`config.mk`:
```
export PLATFORM = sky130hd
export DESIGN_NAME = lsu_ctrl_flat
export DESIGN_NICKNAME = d
export VERILOG_FILES = /design/src/rtl/lsu_pkg.sv /design/src/rtl/lsu_mem_if.sv /design/src/rtl/lsu_align.sv /design/src/rtl/lsu_ctrl.sv /design/src/flat_wrapper.sv
export SDC_FILE = /design/constraint.sdc
export NUM_CORES = 1
export LEC_CHECK = 0
export CELL_PAD_IN_SITES_DETAIL_PLACEMENT = 1
export CELL_PAD_IN_SITES_GLOBAL_PLACEMENT = 1
export CORE_MARGIN = 1
export CORE_UTILIZATION = 29
export CTS_CLUSTER_DIAMETER = 50
export DETAILED_ROUTE_END_ITERATION = 8
export PLACE_DENSITY = 0.81
export SYNTH_ARGS = -nofsm -noshare
export SYNTH_HDL_FRONTEND = slang
export SYNTH_SLANG_ARGS = --single-unit
```
`constraint.sdc`:
```
create_clock -name clk -period 1.7 [get_ports clk]
set_input_delay 0.255 -clock clk [delete_from_list [all_inputs] [get_ports clk]]
set_output_delay 0.255 -clock clk [all_outputs]
set_load 0.01 [all_outputs]
```
`src/rtl/lsu_pkg.sv`:
```
// Shared encodings for the load/store unit: funct3 sizes, FSM states, exception causes.
package lsu_pkg;
  localparam logic [2:0] F3_B  = 3'b000;
  localparam logic [2:0] F3_H  = 3'b001;
  localparam logic [2:0] F3_W  = 3'b010;
  localparam logic [2:0] F3_BU = 3'b100;
  localparam logic [2:0] F3_HU = 3'b101;

  localparam logic [1:0] ST_IDLE = 2'd0;
  localparam logic [1:0] ST_REQ  = 2'd1;
  localparam logic [1:0] ST_DONE = 2'd2;
  localparam logic [1:0] ST_ERR  = 2'd3;

  localparam logic [1:0] EXC_MISAL = 2'b01;
  localparam logic [1:0] EXC_ILL   = 2'b10;
  localparam logic [1:0] EXC_TMO   = 2'b11;
endpackage

```
`src/rtl/lsu_mem_if.sv`:
```
// Request/acknowledge bus between the load/store unit (master) and data memory (slave).
interface lsu_mem_if #(parameter int XLEN = 32);
  logic            mem_req;
  logic            mem_we;
  logic [XLEN-1:0] mem_addr;
  logic [3:0]      mem_be;
  logic [XLEN-1:0] mem_wdata;
  logic            mem_ack;
  logic [XLEN-1:0] mem_rdata;

  modport master (output mem_req, mem_we, mem_addr, mem_be, mem_wdata,
                  input  mem_ack, mem_rdata);
  modport slave  (input  mem_req, mem_we, mem_addr, mem_be, mem_wdata,
                  output mem_ack, mem_rdata);
endinterface

```
`src/rtl/lsu_align.sv`:
```
// Combinational lane logic: request decode (be/wdata/misalign/illegal) on live inputs,
// load extraction on the funct3/offset latched for the outstanding access.
module lsu_align
  import lsu_pkg::*;
#(
    parameter int XLEN = 32
) (
    input  logic [2:0]      req_f3,
    input  logic [1:0]      req_lo,
    input  logic            memread,
    input  logic            memwrite,
    input  logic [XLEN-1:0] store_data,
    output logic [3:0]      be,
    output logic [XLEN-1:0] wdata,
    output logic            misal,
    output logic            illegal,
    input  logic [2:0]      ld_f3,
    input  logic [1:0]      ld_lo,
    input  logic [XLEN-1:0] rdata,
    output logic [XLEN-1:0] load_val
);
    logic [XLEN-1:0] lane;

    always_comb begin
        illegal = (memread & memwrite) | (req_f3 == 3'b011) | (req_f3[2:1] == 2'b11)
                | (memwrite & req_f3[2]);
        misal = 1'b0;
        be    = 4'b1111;
        wdata = store_data;
        // Size comes from funct3[1:0]; the unsigned variants share the signed lanes.
        case (req_f3[1:0])
            2'b00: begin
                be    = 4'b0001 << req_lo;
                wdata = {(XLEN/8){store_data[7:0]}};
            end
            2'b01: begin
                misal = req_lo[0];
                be    = 4'b0011 << req_lo;
                wdata = {(XLEN/16){store_data[15:0]}};
            end
            default: begin
                misal = |req_lo;
                be    = 4'b1111;
                wdata = store_data;
            end
        endcase
    end

    always_comb begin
        lane = rdata >> {ld_lo, 3'b000};
        case (ld_f3)
            F3_B:    load_val = {{(XLEN-8){lane[7]}}, lane[7:0]};
            F3_H:    load_val = {{(XLEN-16){lane[15]}}, lane[15:0]};
            F3_BU:   load_val = {{(XLEN-8){1'b0}}, lane[7:0]};
            F3_HU:   load_val = {{(XLEN-16){1'b0}}, lane[15:0]};
            F3_W:    load_val = lane;
            default: load_val = lane;
        endcase
    end
endmodule

```
`src/rtl/lsu_ctrl.sv`:
```
// Load/store unit: turns one EX/MEM memory request into a req/ack transaction,
// stalls the pipeline until it completes, and reports misaligned/illegal/timed-out accesses.
module lsu_ctrl
  import lsu_pkg::*;
#(
    parameter int XLEN    = 32,
    parameter int TIMEOUT = 15
) (
    input  logic            clk,
    input  logic            reset,
    input  logic            in_valid,
    input  logic            memread,
    input  logic            memwrite,
    input  logic [2:0]      funct3,
    input  logic [XLEN-1:0] address,
    input  logic [XLEN-1:0] store_data,
    lsu_mem_if.master       mem,
    output logic            stall,
    output logic            out_valid,
    output logic [XLEN-1:0] load_data,
    output logic            exc_valid,
    output logic [1:0]      exc_cause
);
    localparam int CW = $clog2(TIMEOUT + 1);

    logic [1:0]      state;
    logic [CW-1:0]   tmo_cnt;
    logic [2:0]      ld_f3;
    logic [1:0]      ld_lo;
    logic [3:0]      be;
    logic [XLEN-1:0] wdata;
    logic [XLEN-1:0] load_val;
    logic            misal;
    logic            illegal;
    logic            start;

    lsu_align #(.XLEN(XLEN)) u_align (
        .req_f3     (funct3),
        .req_lo     (address[1:0]),
        .memread    (memread),
        .memwrite   (memwrite),
        .store_data (store_data),
        .be         (be),
        .wdata      (wdata),
        .misal      (misal),
        .illegal    (illegal),
        .ld_f3      (ld_f3),
        .ld_lo      (ld_lo),
        .rdata      (mem.mem_rdata),
        .load_val   (load_val)
    );

    assign start = in_valid & (memread | memwrite);
    // DONE/ERR drop stall so the pipeline advances exactly once per access.
    assign stall = ((state == ST_IDLE) & start) | (state == ST_REQ);

    always_ff @(posedge clk) begin
        if (!reset) begin
            state         <= ST_IDLE;
            tmo_cnt       <= '0;
            ld_f3         <= '0;
            ld_lo         <= '0;
            mem.mem_req   <= 1'b0;
            mem.mem_we    <= 1'b0;
            mem.mem_addr  <= '0;
            mem.mem_be    <= '0;
            mem.mem_wdata <= '0;
            out_valid     <= 1'b0;
            load_data     <= '0;
            exc_valid     <= 1'b0;
            exc_cause     <= '0;
        end else begin
            out_valid <= 1'b0;
            exc_valid <= 1'b0;
            case (state)
                ST_IDLE: begin
                    if (start) begin
                        if (illegal | misal) begin
                            state     <= ST_ERR;
                            exc_valid <= 1'b1;
                            exc_cause <= illegal ? EXC_ILL : EXC_MISAL;
                        end else begin
                            state         <= ST_REQ;
                            mem.mem_req   <= 1'b1;
                            mem.mem_we    <= memwrite;
                            mem.mem_addr  <= {address[XLEN-1:2], 2'b00};
                            mem.mem_be    <= be;
                            mem.mem_wdata <= memwrite ? wdata : '0;
                            ld_f3         <= funct3;
                            ld_lo         <= address[1:0];
                            tmo_cnt       <= '0;
                        end
                    end
                end
                ST_REQ: begin
                    if (mem.mem_ack) begin
                        state       <= ST_DONE;
                        mem.mem_req <= 1'b0;
                        out_valid   <= 1'b1;
                        load_data   <= mem.mem_we ? '0 : load_val;
                        tmo_cnt     <= '0;
                    end else if (tmo_cnt == CW'(TIMEOUT - 1)) begin
                        state       <= ST_ERR;
                        mem.mem_req <= 1'b0;
                        exc_valid   <= 1'b1;
                        exc_cause   <= EXC_TMO;
                        tmo_cnt     <= '0;
                    end else begin
                        tmo_cnt <= tmo_cnt + 1'b1;
                    end
                end
                default: state <= ST_IDLE;
            endcase
        end
    end
endmodule
```
`src/flat_wrapper.sv`:
```
// flat-port wrapper written by rule: the top's interface ports become plain ports
module lsu_ctrl_flat import lsu_pkg::*;
#(
    parameter int XLEN    = 32,
    parameter int TIMEOUT = 15
)
  (clk, reset, in_valid, memread, memwrite, funct3, address, store_data, stall, out_valid, load_data, exc_valid, exc_cause, mem_mem_req, mem_mem_we, mem_mem_addr, mem_mem_be, mem_mem_wdata, mem_mem_ack, mem_mem_rdata);
  lsu_mem_if #(.XLEN(XLEN)) mem_i ();
  input  logic clk;
  input  logic reset;
  input  logic in_valid;
  input  logic memread;
  input  logic memwrite;
  input  logic [2:0] funct3;
  input  logic [XLEN-1:0] address;
  input  logic [XLEN-1:0] store_data;
  output logic stall;
  output logic out_valid;
  output logic [XLEN-1:0] load_data;
  output logic exc_valid;
  output logic [1:0] exc_cause;
  output wire logic [$bits(mem_i.mem_req)-1:0] mem_mem_req;
  output wire logic [$bits(mem_i.mem_we)-1:0] mem_mem_we;
  output wire logic [$bits(mem_i.mem_addr)-1:0] mem_mem_addr;
  output wire logic [$bits(mem_i.mem_be)-1:0] mem_mem_be;
  output wire logic [$bits(mem_i.mem_wdata)-1:0] mem_mem_wdata;
  input wire logic [$bits(mem_i.mem_ack)-1:0] mem_mem_ack;
  input wire logic [$bits(mem_i.mem_rdata)-1:0] mem_mem_rdata;
  assign mem_mem_req = mem_i.mem_req;
  assign mem_mem_we = mem_i.mem_we;
  assign mem_mem_addr = mem_i.mem_addr;
  assign mem_mem_be = mem_i.mem_be;
  assign mem_mem_wdata = mem_i.mem_wdata;
  assign mem_i.mem_ack = mem_mem_ack;
  assign mem_i.mem_rdata = mem_mem_rdata;
  lsu_ctrl #(.XLEN(XLEN), .TIMEOUT(TIMEOUT)) u_core (.clk(clk), .reset(reset), .in_valid(in_valid), .memread(memread), .memwrite(memwrite), .funct3(funct3), .address(address), .store_data(store_data), .mem(mem_i), .stall(stall), .out_valid(out_valid), .load_data(load_data), .exc_valid(exc_valid), .exc_cause(exc_cause));
endmodule
```
== Word level (Yosys, flattened, before mapping) ==
Index checks and enable logic that the tools add are counted.

* Shift-type cells: 3
* Bitwise operators: 11
* Eq/ne operators: 14
* Reductions and logical operators: 12
* Mux-type cells: 32
* $add $sub $neg: 1

{| class="wikitable"
|+ Operators with widths
! kind !! count
|-
| 32-bit one-hot mux with 4 select lines || 1
|-
| 32-bit two-way mux || 2
|-
| 32-bit one-hot mux with 2 select lines || 1
|-
| 32-bit by 5-bit right shift with 32-bit output || 1
|-
| 2-bit two-way mux || 8
|-
| 4-bit two-way mux || 4
|-
| 4-bit one-hot mux with 2 select lines || 2
|-
| 1-bit two-way mux || 9
|-
| 2-bit != test (second input constant) || 4
|-
| 2-bit one-hot mux with 2 select lines || 2
|-
| 3-bit == test (second input constant) || 2
|-
| 1-bit OR || 6
|-
| 1-bit one-hot mux with 2 select lines || 3
|-
| 2-bit AND reduction || 3
|-
| 3-bit AND reduction || 2
|-
| 5-bit AND reduction || 1
|-
| 4-bit by 1-bit adder with 4-bit output (second input constant) || 1
|-
| 1-bit bitwise AND || 4
|-
| 2-bit by 1-bit == test with 1-bit output (second input constant) || 2
|-
| 4-bit == test (second input constant) || 1
|-
| 2-bit zero test || 2
|-
| 4-bit AND reduction || 1
|-
| 1-bit by 2-bit << shifter with 4-bit output (first input constant) || 1
|-
| 2-bit by 2-bit << shifter with 4-bit output (first input constant) || 1
|-
| 9 further kinds || 9
|}

* Register bits after elaboration: 115
* Output and inout port bits: 107

== Logic depth before layout (Yosys ltp) ==
* Depth after elaboration: 8
* Mapped depth: 8
* Mapped depth without buffers: 6

== Modules after synthesis ==
A second synthesis with hierarchy kept.

* Cell total of the unflattened synthesis: 625
* Area, all modules: 5487.8 um^2

{| class="wikitable"
|+ By module, submodules not included
! module !! instances !! area an instance (um^2) !! seq. area each (um^2) !! cells an instance
|-
| lsu_ctrl || 1 || 4310.4 || 2302.2 || 451
|-
| lsu_align || 1 || 1177.4 || 0.0 || 174
|}

== Least setup slack after synthesis ==
Ideal clock, no wire load.

* Path type: register to register
* Start: reg u_core.ld_lo[1]
* End: reg u_core.load_data[22]
* Buffers on the path: 1
* Setup time: 126 ps
* Period minus slack after synthesis: 1617 ps
* Setup slack: 83 ps
* Arrival time: 1491 ps
* Data required time: 1574 ps
* Stages on the path, launching flop included: 5
* Path through: dfxtp_1 > mux4_2 > o2111ai_1 > buf_2 > o21ai_1

* Word-level cells in the longest chain between the ends: 3

{| class="wikitable"
|+ Ends and longest elaborated chain
! element !! line !! text
|-
| start, declared || lsu_ctrl.sv:29 || <nowiki>logic [1:0] ld_lo;</nowiki>
|-
| start signal, assigned || lsu_ctrl.sv:90 || <nowiki>ld_lo <= address[1:0];</nowiki>
|-
| 32-bit by 5-bit right shift with 32-bit output || lsu_align.sv:50 || <nowiki>lane = rdata >> {ld_lo, 3'b000};</nowiki>
|-
| 32-bit one-hot mux with 4 select lines || lsu_align.sv:51 || <nowiki>case (ld_f3)</nowiki>
|-
| 32-bit two-way mux || lsu_ctrl.sv:100 || <nowiki>load_data <= mem.mem_we ? '0 : load_val;</nowiki>
|-
| end signal, assigned || lsu_ctrl.sv:100 ||
|-
| end, declared || lsu_ctrl.sv:20 || <nowiki>output logic [XLEN-1:0] load_data,</nowiki>
|}

No other way between the ends.
A chain may end at the register's enable or synchronous reset.

== Worst setup path after layout ==
* Start: in memwrite
* End: out stall

* Word-level cells in the longest chain between the ends: 4

{| class="wikitable"
|+ Ends and longest elaborated chain
! element !! line !! text
|-
| start, declared || flat_wrapper.sv:13 || <nowiki>input logic memwrite;</nowiki>
|-
| 1-bit OR || lsu_ctrl.sv:53 || <nowiki>assign start = in_valid & (memread | memwrite);</nowiki>
|-
| 1-bit bitwise AND || lsu_ctrl.sv:53 ||
|-
| 1-bit bitwise AND || lsu_ctrl.sv:55 || <nowiki>assign stall = ((state == ST_IDLE) & start) | (state == ST_REQ);</nowiki>
|-
| 1-bit OR || lsu_ctrl.sv:55 ||
|-
| end, declared || flat_wrapper.sv:17 || <nowiki>output logic stall;</nowiki>
|}

No other way between the ends.

==> results_dict.tcl <==
set metrics [dict create \
    status "finished clean" \
    cts_made_buffers 17 \
    synth_area_leaders "dfxtp_1, mux2i_1, nand2_1" \
    critPathTopFamily "buffers and inverters" \
    area_growth_pct 60.09 \
    max_slew_margin_pct 49.71 \
    antenna_found_initial 0 \
    crit_path_end_kind "output port" \
    drcViolationCount 0 \
    critPathMaxFanout 2 \
    grt_max_degree 94 \
    via_per_inst 4.914 \
    ys.warnings.count 0 \
    syn_area_per_cell_um2 9.472 \
    clk_pin_slew_ns 0.06 \
    critPathSlowestCell "clkdlybuf4s50_1" \
    num_antenna_cells 0 \
    rows 49 \
    finalCriticalPeriod_ns 1.641 \
    busiest_layer "met2" \
    final_area_mm2 0.008477 \
    place_area_mm2 0.007903 \
    synth_edf_count 0 \
    leakagePower_nw 3.180 \
    hpwl_um 13210 \
    hp-start "reset" \
    arrival_ns 1.39 \
    dpl.cell_count 1002 \
    drive_gt1_share_pct 14.66 \
    yosys.cell_count.top_type "dfxtp_1" \
    drt_iter0_drc 202 \
    hold_end "u_core.exc_cause[1]$_SDFFE_PN0P_" \
    nNetsFinal 899 \
    cap_violations 0 \
    gp_congestion 0.8204 \
    max_freq_ghz 0.6095 \
    htreeDepth 4 \
    required_ns 1.44 \
    clkLatencyLatePin_ns 0.41 \
    cts_tree "built" \
    finClkSkew_ns 0.01036 \
    hold_viol 0 \
    finalSetupViolations 0 \
    yosysUniqueCellTypes 50 \
    die_y_um 137.1 \
    critical_path_buf_inv_count 2 \
    start_kind "input pin" \
    cp_slowest_stage_delay_ns 0.42 \
    die_w_um 137.1 \
    syn_inst 559 \
    power.density_mw_per_mm2 861.8 \
    r2r_setup_slack_ns 0.09 \
    cts-root-buf "clkbuf_16" \
    timing.rr.start "u_core.ld_lo[0]$_SDFFE_PN0P_" \
    r2r_cells 4 \
    cts_sinks 115 \
    worstMarginPinSlew_ns 0.7516 \
    start_util_pct 29.58 \
    final.fill_count 2030 \
    grt_overflow 0 \
    final_cells 1034 \
    vdd_drop_max_mv 0.6552 \
    drt.antenna.violating_nets 0 \
    synth_top_area_share_pct 43.48 \
    dr_total_vias 5081 \
    grt_setup_unrepaired "false" \
    total_power_mw 7.306 \
    grt_pass1_wl_um 27840 \
    drt_wl_total_um 17760 \
    r2r-end "u_core.load_data[20]$_SDFFE_PN0P_" \
    grt_pass1_vias 5377 \
    cp_common_cell "o21ai_1" \
    path_cells "clkdlybuf4s50_1 > o21ai_1 > o21ai_1 > dlygate4sd2_1" \
    hold_path_depth 3 \
    report.final.slew_viol_count 0 \
    use_met1_pct 22.59 \
    fin_crit_sh_pct 96.51 \
    critPathKind "in -> out" \
    hold_slack_ns 0.3663 \
    synth_async_sr_flop_share_pct 0 \
    cts_buffer_depth 2 \
    synth_seq_cells 115 \
    portBuffers 209 \
    yosysSeqAreaShare_pct 43.48 \
    synth_area_mm2 0.005295 \
    firstDrtPassIters 4 \
    grt_usage_pct 19.31 \
    core-area_mm2 0.01790 \
    met3_usage_pct 6.296 \
    hp-class "in -> reg" \
    grtUsageMet2_pct 32.80 \
    die_area_mm2 0.01880 \
    post_drt_wl_per_cell_um 17.18 \
    synthFlopType "dfxtp_1" \
    yosysTopAreaCell "dfxtp_1" \
    pin_count 212 \
    synth_commonest_cells "dfxtp_1, nand2_1, mux2i_1" \
]
metrics by stage:
stage | worst slack (ns) | utilization, % | setup TNS [ns]
6_report | 0.05940 | 47.35 | 0
5_1_grt | 0.001069 | 47.35 | 0
4_1_cts | 0.05258 | 47.34 | 0
3_5_place_dp | -0.3084 | 44.14 | -26.21
3_3_place_gp | -0.2971 | 44.14 | -22.03
2_1_floorplan | 0.08310 | - | 0
cell usage in the layout (no fill, tap or decap), drive strengths merged, types with 2 or more instances in the layout:
cell type,n
ha,2
mux4,8
mux2,16
nand2,114
nand3,16
o21a,2
conb,2
clkinvlp,5
o2bb2ai,16
nand2b,2
nand3b,3
nor2b,3
dfxtp,115
o221a,2
clkbuf,18
a21oi,20
nor3,6
a22oi,16
a32oi,8
inv,7
clkdlybuf4s50,206
and4b,2
mux2i,79
and2,3
a22o,7
clkinv,5
nor2,28
dlygate4sd2,2
o21ai,29
buf,50
cells by family (layout without fill, tap and decap cells):
kind of cell             after synthesis  in the layout  synth area share [%]
AND/OR/NAND/NOR                      180            180                 14.86
other                                  1              2               0.07082
buffers and inverters                 49            294                 5.057
multiplexers                         103            103                 21.74
adder cells (fa/ha/maj)                2              2                0.4725
AO/OA/AOI/OAI                        109            109                 14.32
flip-flops                           115            115                 43.48
repair_timing:
item,CTS,global route
setup endpoints to repair,5,1
hold buffers,0,0
pin swaps,0,0
buffers inserted,0,0
resized for setup,5,1
layer usage:
layer / routed length [um] / vias to the layer above
met5: 0 / -
met2: 8660 / 153
met4: 322 / 0
li1: - / 2454
met1: 7566 / 2447
met3: 1211 / 27
worst reg2reg max path, cell delays in order, from the launching register on:
cell and delay, ns:
dfxtp_1 0.51, mux4_2 0.40, o2111ai_1 0.21, buf_4 0.25, o21ai_0 0.12
sequential cells by signal, indices dropped and copies added (netlist names):
register	cells
u_core.mem.mem_be	4
u_core.mem.mem_wdata	32
u_core.mem.mem_addr	30
u_core.ld_lo	2
u_core.exc_valid	1
u_core.tmo_cnt	4
u_core.mem.mem_we	1
u_core.mem.mem_req	1
u_core.load_data	32
u_core.ld_f3	3
u_core.exc_cause	2
u_core.state	2
u_core.out_valid	1
cell type report:
type	instances	area, um2	area share, %
clock inverters	14	130.1	1.535
flip-flops and latches	115	2303	27.17
repair buffers	258	2567	30.29
well taps	229	286.5	3.380
inverters	4	15.01	0.1771
multi-input cells	396	2735	32.27
clock buffers	18	439.2	5.181
worst max path at each step:
stage                     depth (start not counted)                          from                           endpoint  slack (ns)
after detailed placement                          5                   mem_mem_ack  u_core.load_data[12]$_SDFFE_PN0P_       -0.31
final                                             4                      memwrite                              stall        0.06
after CTS                                         4                      memwrite                              stall        0.05
after global placement                            4                      memwrite                              stall       -0.30
after global routing                              4                      memwrite                              stall       0.001
after floorplan                                   4  u_core.ld_lo[1]$_SDFFE_PN0P_  u_core.load_data[22]$_SDFFE_PN0P_        0.08
where the power goes:
| group | leakage (nW) | switching (mW) | internal (mW) |
|---|---|---|---|
| Combinational | 1.98 | 0.464 | 0.599 |
| Clock | 0.265 | 1.36 | 2.06 |
| Sequential | 0.931 | 0.0516 | 2.78 |
Power figures use the tool's default switching activity.
